==> config.mk <==
export PLATFORM = sky130hd
export DESIGN_NAME = restoring_divider_seq
export DESIGN_NICKNAME = d
export VERILOG_FILES = /design/src/rtl/div_pkg.sv /design/src/rtl/restoring_divider_seq_substep.sv /design/src/rtl/restoring_divider_seq.sv
export SDC_FILE = /design/constraint.sdc
export NUM_CORES = 1
export LEC_CHECK = 0
export ABC_AREA = 1
export ABC_CLOCK_PERIOD_IN_PS = 1900
export CORE_MARGIN = 5
export CORE_UTILIZATION = 38
export DETAILED_ROUTE_END_ITERATION = 12
export PLACE_DENSITY = 0.59
export SETUP_SLACK_MARGIN = 0.02
export SYNTH_ARGS = -nofsm -noshare
export SYNTH_HDL_FRONTEND = slang
export SYNTH_HIERARCHICAL = 1
export SYNTH_SLANG_ARGS = --single-unit
==> constraint.sdc <==
create_clock -name clk -period 1.9 [get_ports clk]
set_input_delay 0.285 -clock clk [delete_from_list [all_inputs] [get_ports clk]]
set_output_delay 0.285 -clock clk [all_outputs]
set_load 0.02 [all_outputs]
==> src/rtl/div_pkg.sv <==
// Shared definitions for the sequential restoring divider: FSM states and
// the iteration counter width helper.
package div_pkg;

  typedef enum logic [1:0] {
    IDLE = 2'd0,
    ITER = 2'd1,
    FIX  = 2'd2
  } state_t;

  // Counter must be able to hold the value N.
  function automatic int count_width(input int n);
    return $clog2(n + 1);
  endfunction

endpackage

==> src/rtl/restoring_divider_seq_substep.sv <==
// One restoring shift/subtract step on unsigned magnitudes: shift {A,Q}
// left one bit, try A-B, keep the difference only when it does not borrow.
module restoring_substep #(
  parameter int N = 8
) (
  input  logic [N:0]   a,
  input  logic [N-1:0] q,
  input  logic [N:0]   b,
  output logic [N:0]   next_a,
  output logic [N-1:0] next_q
);

  logic [N+1:0] shifted;
  logic [N+1:0] diff;
  logic         ge;

  always_comb begin
    shifted = {a, q[N-1]};
    diff    = shifted - {1'b0, b};
    ge      = (shifted >= {1'b0, b});
    next_a  = ge ? (N+1)'(diff) : (N+1)'(shifted);
    next_q  = {q[N-2:0], ge};
  end

endmodule

==> src/rtl/restoring_divider_seq.sv <==
// Sequential signed divider: sign/magnitude split, N restoring substeps,
// then a fix-up cycle applying signs and the zero/overflow overrides.
module restoring_divider_seq
  import div_pkg::*;
#(
  parameter int N = 8
) (
  input  logic         clk,
  input  logic         rst_n,
  input  logic         start,
  input  logic [N-1:0] dividend,
  input  logic [N-1:0] divisor,
  output logic         busy,
  output logic         done,
  output logic [N-1:0] quotient,
  output logic [N-1:0] remainder,
  output logic         div_by_zero,
  output logic         overflow
);

  localparam int CW = count_width(N);
  localparam logic [N-1:0] MOST_NEG = {1'b1, {(N-1){1'b0}}};

  state_t state, state_next;

  logic [CW-1:0] count;
  logic [N:0]    a_reg;
  logic [N-1:0]  q_reg;
  logic [N:0]    b_reg;
  logic [N:0]    a_next;
  logic [N-1:0]  q_next;
  logic [N-1:0]  dividend_reg;
  logic          neg_quo;
  logic          neg_rem;
  logic          zero_div;
  logic          ovf;

  logic [N:0]    dividend_ext;
  logic [N:0]    divisor_ext;
  logic [N:0]    dividend_abs;
  logic [N:0]    divisor_abs;

  always_comb begin
    dividend_ext = {dividend[N-1], dividend};
    divisor_ext  = {divisor[N-1], divisor};
    dividend_abs = dividend[N-1] ? -dividend_ext : dividend_ext;
    divisor_abs  = divisor[N-1]  ? -divisor_ext  : divisor_ext;
  end

  restoring_substep #(.N(N)) u_substep (
    .a      (a_reg),
    .q      (q_reg),
    .b      (b_reg),
    .next_a (a_next),
    .next_q (q_next)
  );

  always_ff @(posedge clk or negedge rst_n) begin
    if (!rst_n) state <= IDLE;
    else        state <= state_next;
  end

  always_comb begin
    state_next = state;
    case (state)
      IDLE:    if (start) state_next = ITER;
      ITER:    if (count == CW'(N - 1)) state_next = FIX;
      FIX:     state_next = IDLE;
      default: state_next = IDLE;
    endcase
  end

  assign busy = (state != IDLE);

  always_ff @(posedge clk or negedge rst_n) begin
    if (!rst_n) begin
      count        <= '0;
      a_reg        <= '0;
      q_reg        <= '0;
      b_reg        <= '0;
      dividend_reg <= '0;
      neg_quo      <= 1'b0;
      neg_rem      <= 1'b0;
      zero_div     <= 1'b0;
      ovf          <= 1'b0;
      done         <= 1'b0;
      quotient     <= '0;
      remainder    <= '0;
      div_by_zero  <= 1'b0;
      overflow     <= 1'b0;
    end else begin
      done <= 1'b0;
      case (state)
        IDLE: begin
          if (start) begin
            dividend_reg <= dividend;
            neg_rem      <= dividend[N-1];
            neg_quo      <= dividend[N-1] ^ divisor[N-1];
            zero_div     <= (divisor == '0);
            ovf          <= (dividend == MOST_NEG) && (divisor == '1);
            // |dividend| <= 2^(N-1) always fits N unsigned bits
            q_reg        <= N'(dividend_abs);
            b_reg        <= divisor_abs;
            a_reg        <= '0;
            count        <= '0;
          end
        end
        ITER: begin
          a_reg <= a_next;
          q_reg <= q_next;
          count <= count + 1'b1;
        end
        FIX: begin
          done        <= 1'b1;
          div_by_zero <= zero_div;
          overflow    <= ovf && !zero_div;
          if (zero_div) begin
            quotient  <= '1;
            remainder <= dividend_reg;
          end else if (ovf) begin
            quotient  <= MOST_NEG;
            remainder <= '0;
          end else begin
            quotient  <= neg_quo ? -q_reg : q_reg;
            remainder <= neg_rem ? N'(-a_reg) : N'(a_reg);
          end
        end
        default: ;
      endcase
    end
  end

endmodule

==> flow_metrics.py, run 1 <==
metrics = {
    "clock_tree": {
        "clk_latency_ps": 340,
        "cts_root_buf": "clkbuf_8",
        "cts_tree": "yes",
        "cts.reportedPaths.clkPinSlew_ps": 70,
        "numClockSinks": 62,
        "cts.htree.levels": 3,
        "numCtsBuffers": 9,
        "max-clock-path-buffers": 2,
    },
    "logic_synthesis": {
        "synth-seq-cells": 62,
        "ys.flop_type": "dfrtp_1",
        "post-synth-top-area-cell": "dfrtp_1",
        "synth_top_cells_by_count": "nand2_1, inv_1, dfrtp_1",
        "synth_top_area_share_pct": 40.4,
        "synth_nets": 550,
        "ys_warn_count": 6,
        "seq_area_frac_synth_pct": 40.4,
        "async_reset_ff_share_pct": 100,
        "synth_area_leaders": "dfrtp_1, nand2_1, nand3_1",
        "yosysMostFrequentCell": "nand2_1",
        "synth_edf_count": 0,
        "syn_inst": 515,
        "ys_types": 37,
        "syn_area_per_cell_um2": 7.45,
        "synth_area_um2": 3840,
    },
    "power": {
        "p_sw_share_pct": 43.9,
        "power_density_nw_per_um2": 1900,
        "switchingPower_mw": 4.06,
        "ir_worst_vdd_v": 0.000867,
        "p_clk_share_pct": 16.6,
        "total_power_mw": 9.25,
        "intPower_mw": 5.19,
        "seqPwrFrac_pct": 25.9,
        "comb_power_share_pct": 57.4,
        "leakage_nw": 2.40,
    },
    "drt": {
        "drt_iter0_markers": 188,
        "drc": 0,
        "vias": 3543,
        "vias_per_cell": 4.98,
        "wl_per_cell_um": 14.3,
        "drt-pass1-iter-count": 4,
        "routed_wl_um": 10100,
        "drtAntennaViolNets": 0,
    },
    "critical_path": {
        "cp-start-kind": "flop",
        "r2r_end": "a_reg[8]",
        "worstSetupPathType": "reg -> reg",
        "critPathCaptureType": "flop",
        "regToRegSetupSlack_ps": 20,
        "slowest_delay_ps": 390,
        "path_buf_inv": 0,
        "path_cells": "ha_1 -> nand2_1 -> nand2_1 -> nand2_1 -> nand2_1 -> a21oi_4 -> nand2_8 -> nand2_1 -> nand2_1 -> a22o_1",
        "path_delay_family": "simple AND/OR/NAND/NOR gates",
        "rr_worst_depth": 10,
        "critPathRequiredTime_ps": 2120,
        "cp_max_fo": 10,
        "rr_startpoint": "a_reg[6]",
        "crit_slowest_cell": "dfrtp_1",
        "crit_path_frequent_cell": "nand2_1",
        "cp.arrival_ps": 2100,
    },
    "timing": {
        "setup_viol": 0,
        "grt_setup_unrepaired": "yes",
        "timing.fmax_ghz": 0.533,
        "hold_violations": 0,
        "fin_crit_sh_pct": 98.7,
        "fin_setup_tns_ps": 0,
        "tightest_slew_ps": 510,
        "finalMaxSlewViolations": 0,
        "fin_skew_ps": 8.58,
        "min_period_ps": 1880,
        "slew_headroom_pct": 66.0,
        "timing.final.ws_setup_ps": 24.6,
    },
    "run": {
        "drv_cap": 0,
    },
    "floorplan": {
        "rows": 36,
        "start_util_pct": 39.1,
        "ios": 39,
        "die-area_um2": 12200,
        "fp.coreArea_um2": 9820,
        "die_h_um": 110,
        "fp.dieW_um": 110,
    },
    "min_path": {
        "min_path_type": "in -> async",
    },
    "grt": {
        "grt_pass1_wl_um": 16800,
        "grt_max_degree": 33,
        "grt_pass1_vias": 3380,
        "grt_usage_pct": 16.6,
        "antenna_found_initial": 0,
        "grt_overflow": 0,
    },
    "run_status": {
        "status": "finished, final reports clean",
    },
    "finish": {
        "final_nets": 609,
        "area_delta_synth_final_pct": 26.8,
        "layout-drive-gt1-share_pct": 14.0,
        "num_antenna_cells": 0,
        "stdcell_count": 712,
    },
    "place": {
        "hpwl_um": 7550,
        "portBuffers": 38,
        "place.gp.congestion": 0.915,
        "post-place-ws_ps": 12.9,
        "placed_cells": 689,
    },
}
kinds of logic (layout without fill, tap and decap cells):
kind of cell / Yosys count / after routing / share of synthesized area, %
adder cells (fa/ha/maj): 16 / 16 / 5.41
XOR/XNOR: 11 / 11 / 2.51
flip-flops: 62 / 62 / 40.4
AO/OA/AOI/OAI: 71 / 71 / 11.6
AND/OR/NAND/NOR: 264 / 264 / 29.6
buffers and inverters: 91 / 155 / 10.3
metal layers:
metal  up-vias  share of wire (%)  track usage [%]
met5         -                  0                0
li1       1781                  -                -
met4         0                1.5             3.61
met2        73                 45             25.4
met3        14                4.5             3.77
met1      1675                 49             24.0
area by class of cell:
type | count | area (µm²)
sequential | 62 | 1550
multi-input combinational | 362 | 1990
tap | 133 | 166
inverter | 70 | 263
fill | 986 | 4950
clock inverter | 6 | 134
clock buffer | 10 | 128
timing repair buffer | 69 | 631
worst max path at each step:
stage	startpoint	endpoint	slack, ps	depth (start not counted)
floorplan	q_reg[7]	a_reg[8]	30	11
global placement	q_reg[7]	a_reg[8]	50	13
detailed placement	q_reg[7]	a_reg[8]	10	11
CTS	a_reg[4]	a_reg[8]	20	10
global route	q_reg[7]	a_reg[8]	-80	13
finish	a_reg[6]	a_reg[8]	20	10
repair_timing:
| action | 4_1_cts | 5_1_grt |
|---|---|---|
| hold buffers | 1 | 0 |
| pin swaps | 1 | 9 |
| setup buffers | 0 | 6 |
| endpoints found under the hold margin | 18 | 0 |
| gates resized for setup | 1 | 27 |
| setup endpoints to repair | 1 | 9 |
cell usage in the layout, fill, tap and decap left out, types with 8 or more instances in the layout:
| cell | n |
|---|---|
| nand2_2 | 9 |
| clkdlybuf4s50_1 | 37 |
| xor2_1 | 8 |
| inv_1 | 64 |
| a21oi_1 | 10 |
| clkbuf_8 | 9 |
| dfrtp_1 | 62 |
| nor2_1 | 33 |
| nand2_1 | 146 |
| ha_1 | 10 |
| o21ai_0 | 27 |
| o211ai_1 | 10 |
| nand4_1 | 8 |
| nand3_1 | 52 |
| buf_4 | 27 |
per-stage QoR:
stage,area [µm²],util (%),hold slack [ps]
floorplan,3840,-,-10.6
global placement,4440,45.2,275
detailed placement,4440,45.2,279
CTS,4710,48.0,441
global route,4870,49.6,490
finish,4870,49.6,445
worst reg2reg max path: stages (launching register included):
cell     delay, ps
dfrtp_1        390
ha_1           350
nand2_1         80
nand2_1         70
nand2_1         80
nand2_1         90
a21oi_4        270
nand2_8        110
nand2_1         80
nand2_1         50
a22o_1         200
power groups by stage:
stage / sequential [mW] / combinational (mW) / clock [mW]
floorplan: 2.46 / 3.24 / 0
global placement: 2.38 / 4.70 / 0
detailed placement: 2.40 / 4.75 / 0
CTS: 2.38 / 4.79 / 1.56
global route: 2.48 / 5.98 / 1.61
finish: 2.40 / 5.31 / 1.54
Power figures use the tool's default switching activity.
==> run 2: changes to the inputs <==
Settings changed: CORE_UTILIZATION 38 to 58, DONT_BUFFER_PORTS set to 1, PLACE_DENSITY 0.59 to 0.76.
==> run 2 against run 1 <==
Against the previous run: cell count down 14%; register-to-register slack worse by 40 ps; clock skew down 1.3 ps; die area down 32%; clock power down 16%; clock-buffer cell count down 1; core utilization up 18 points; sequential share of layout area up 3.9 points; the run now ends with setup timing left; first-iteration DRC count up 55%; final area down 11%; global-route usage up 6.0 points; via count down 2.7%.
==> flow_metrics.py, run 2 (synthesized netlist as in run 1, its figures left out) <==
metrics = {
    "run_status": {
        "status": "finished, violations left",
        "violations": "setup timing",
    },
    "finish": {
        "final_util_pct": 67.8,
        "fill_cells": 549,
        "num_antenna_cells": 0,
        "area_delta_synth_final_pct": 12.9,
        "multi_input_area_um2": 2000,
        "layout-drive-gt1-share_pct": 13.3,
        "ff_latch_area_um2": 1550,
        "final_nets": 562,
        "postLayoutCellArea_um2": 4330,
        "layout_commonest_cell": "nand2_1",
        "final_cell_mix": "nand2_1, inv_1, dfrtp_1",
    },
    "clock_tree": {
        "clk_latency_ps": 340,
        "cts_tree": "yes",
        "numCtsBuffers": 9,
        "cts.reportedPaths.clkPinSlew_ps": 80,
        "cts_root_buf": "clkbuf_8",
        "max-clock-path-buffers": 2,
        "cts.htree.levels": 3,
        "numClockSinks": 62,
    },
    "place": {
        "hpwl_um": 6710,
        "portBuffers": 0,
        "place_area_um2": 3910,
        "post-place-ws_ps": -29.2,
        "place.gp.congestion": 0.877,
    },
    "floorplan": {
        "die-area_um2": 8340,
        "fp.dieW_um": 91.3,
        "fp.coreArea_um2": 6390,
        "ios": 39,
        "start_util_pct": 60.1,
        "rows": 29,
        "die_h_um": 91.3,
    },
    "critical_path": {
        "slowest_delay_ps": 380,
        "worstSetupPathType": "reg -> reg",
        "path_delay_family": "simple AND/OR/NAND/NOR gates",
        "cp.arrival_ps": 2190,
        "path_cells": "inv_1 -> ha_2 -> inv_2 -> fa_2 -> nand4_1 -> nand2_2 -> nand2_4 -> buf_6 -> nand3_2 -> nand2_1 -> nand2_1 -> o21ai_1",
        "critPathCaptureType": "flop",
        "critPathRequiredTime_ps": 2170,
        "path_buf_inv": 3,
        "cp_num_cells": 12,
        "cp_max_fo": 7,
        "cp-start-kind": "flop",
        "rr_worst_depth": 12,
        "crit_slowest_cell": "dfrtp_1",
        "crit_path_frequent_cell": "nand2_1",
    },
    "power": {
        "ir_worst_vdd_v": 0.00114,
        "total_power_mw": 8.57,
        "power_density_nw_per_um2": 1980,
        "leakage_nw": 2.19,
    },
    "drt": {
        "routed_wl_um": 9230,
        "vias": 3449,
        "drt-pass1-iter-count": 7,
        "drt_iter0_markers": 291,
        "drc": 0,
        "wl_per_cell_um": 15.2,
        "vias_per_cell": 5.66,
        "drtAntennaViolNets": 0,
    },
    "timing": {
        "tightest_slew_ps": 511,
        "timing.fmax_ghz": 0.521,
        "hold_violations": 0,
        "slew_headroom_pct": 65.9,
        "hold_slack_ps": 75.8,
        "finalMaxSlewViolations": 0,
        "setup_viol": 1,
        "timing.final.ws_setup_ps": -19.5,
        "grt_setup_unrepaired": "yes",
        "min_period_ps": 1920,
        "fin_skew_ps": 7.25,
        "fin_crit_sh_pct": 101,
    },
    "grt": {
        "grt_pass1_wl_um": 15400,
        "grt_usage_pct": 22.6,
        "grt_overflow": 0,
        "antenna_found_initial": 0,
        "grt_max_degree": 63,
        "grt_pass1_vias": 3232,
    },
    "run": {
        "drv_cap": 0,
    },
    "min_path": {
        "min_path_type": "in -> reg",
        "whs_path_depth": 2,
    },
}
run 2: layout make-up:
class                      count  area share, %
inverter                      70           6.07
multi-input combinational    363           46.1
clock buffer                   9           2.86
clock inverter                 7           2.25
timing repair buffer          21           4.71
tap                           77           2.22
sequential                    62           35.8
run 2: worst paths after layout:
path                       slack (ps)         from         endpoint
hold / removal                     80  dividend[4]  dividend_reg[4]
max in group asynchronous        1170        rst_n     remainder[1]
hold reg to reg                   490     b_reg[2]         b_reg[2]
setup / recovery                  -20     q_reg[7]         a_reg[5]
min in group asynchronous         460        rst_n         a_reg[3]
setup reg to reg                  -20     q_reg[7]         a_reg[5]
run 2: metrics by stage:
stage / std cells / TNS [ps]
floorplan: 515 / 0
global placement: 586 / 0
detailed placement: 586 / -29.2
CTS: 606 / 0
global route: 609 / -481
finish: 609 / -19.5
run 2: report_power, final:
part,switching [mW],leakage (nW),internal (mW)
combinational,2.73,1.34,1.92
clock,0.547,0.106,0.742
sequential,0.728,0.750,1.90
total,4.00,2.19,4.57
run 2: per-layer routing:
layer | up-vias | part of all wire (%) | GRT usage (%)
met3 | 10 | 7.2 | 6.45
met2 | 128 | 47 | 35.2
met4 | 0 | 1.1 | 6.11
met1 | 1614 | 45 | 31.1
met5 | - | 0 | 0
li1 | 1697 | - | -
run 2: repair_timing:
action / in CTS / in global routing
endpoints found under the hold margin: 62 / 0
setup buffers: 2 / 2
pin swaps: 0 / 9
gates cloned: 0 / 1
hold buffers: 2 / 0
resized for setup: 2 / 26
endpoints found under the setup margin: 5 / 9
==> run 3: changes to the inputs <==
Settings changed: HOLD_SLACK_MARGIN set to 0.03.
==> results of run 3 <==
Same layout as run 2: the final DEF is identical, and so are final timing and power.
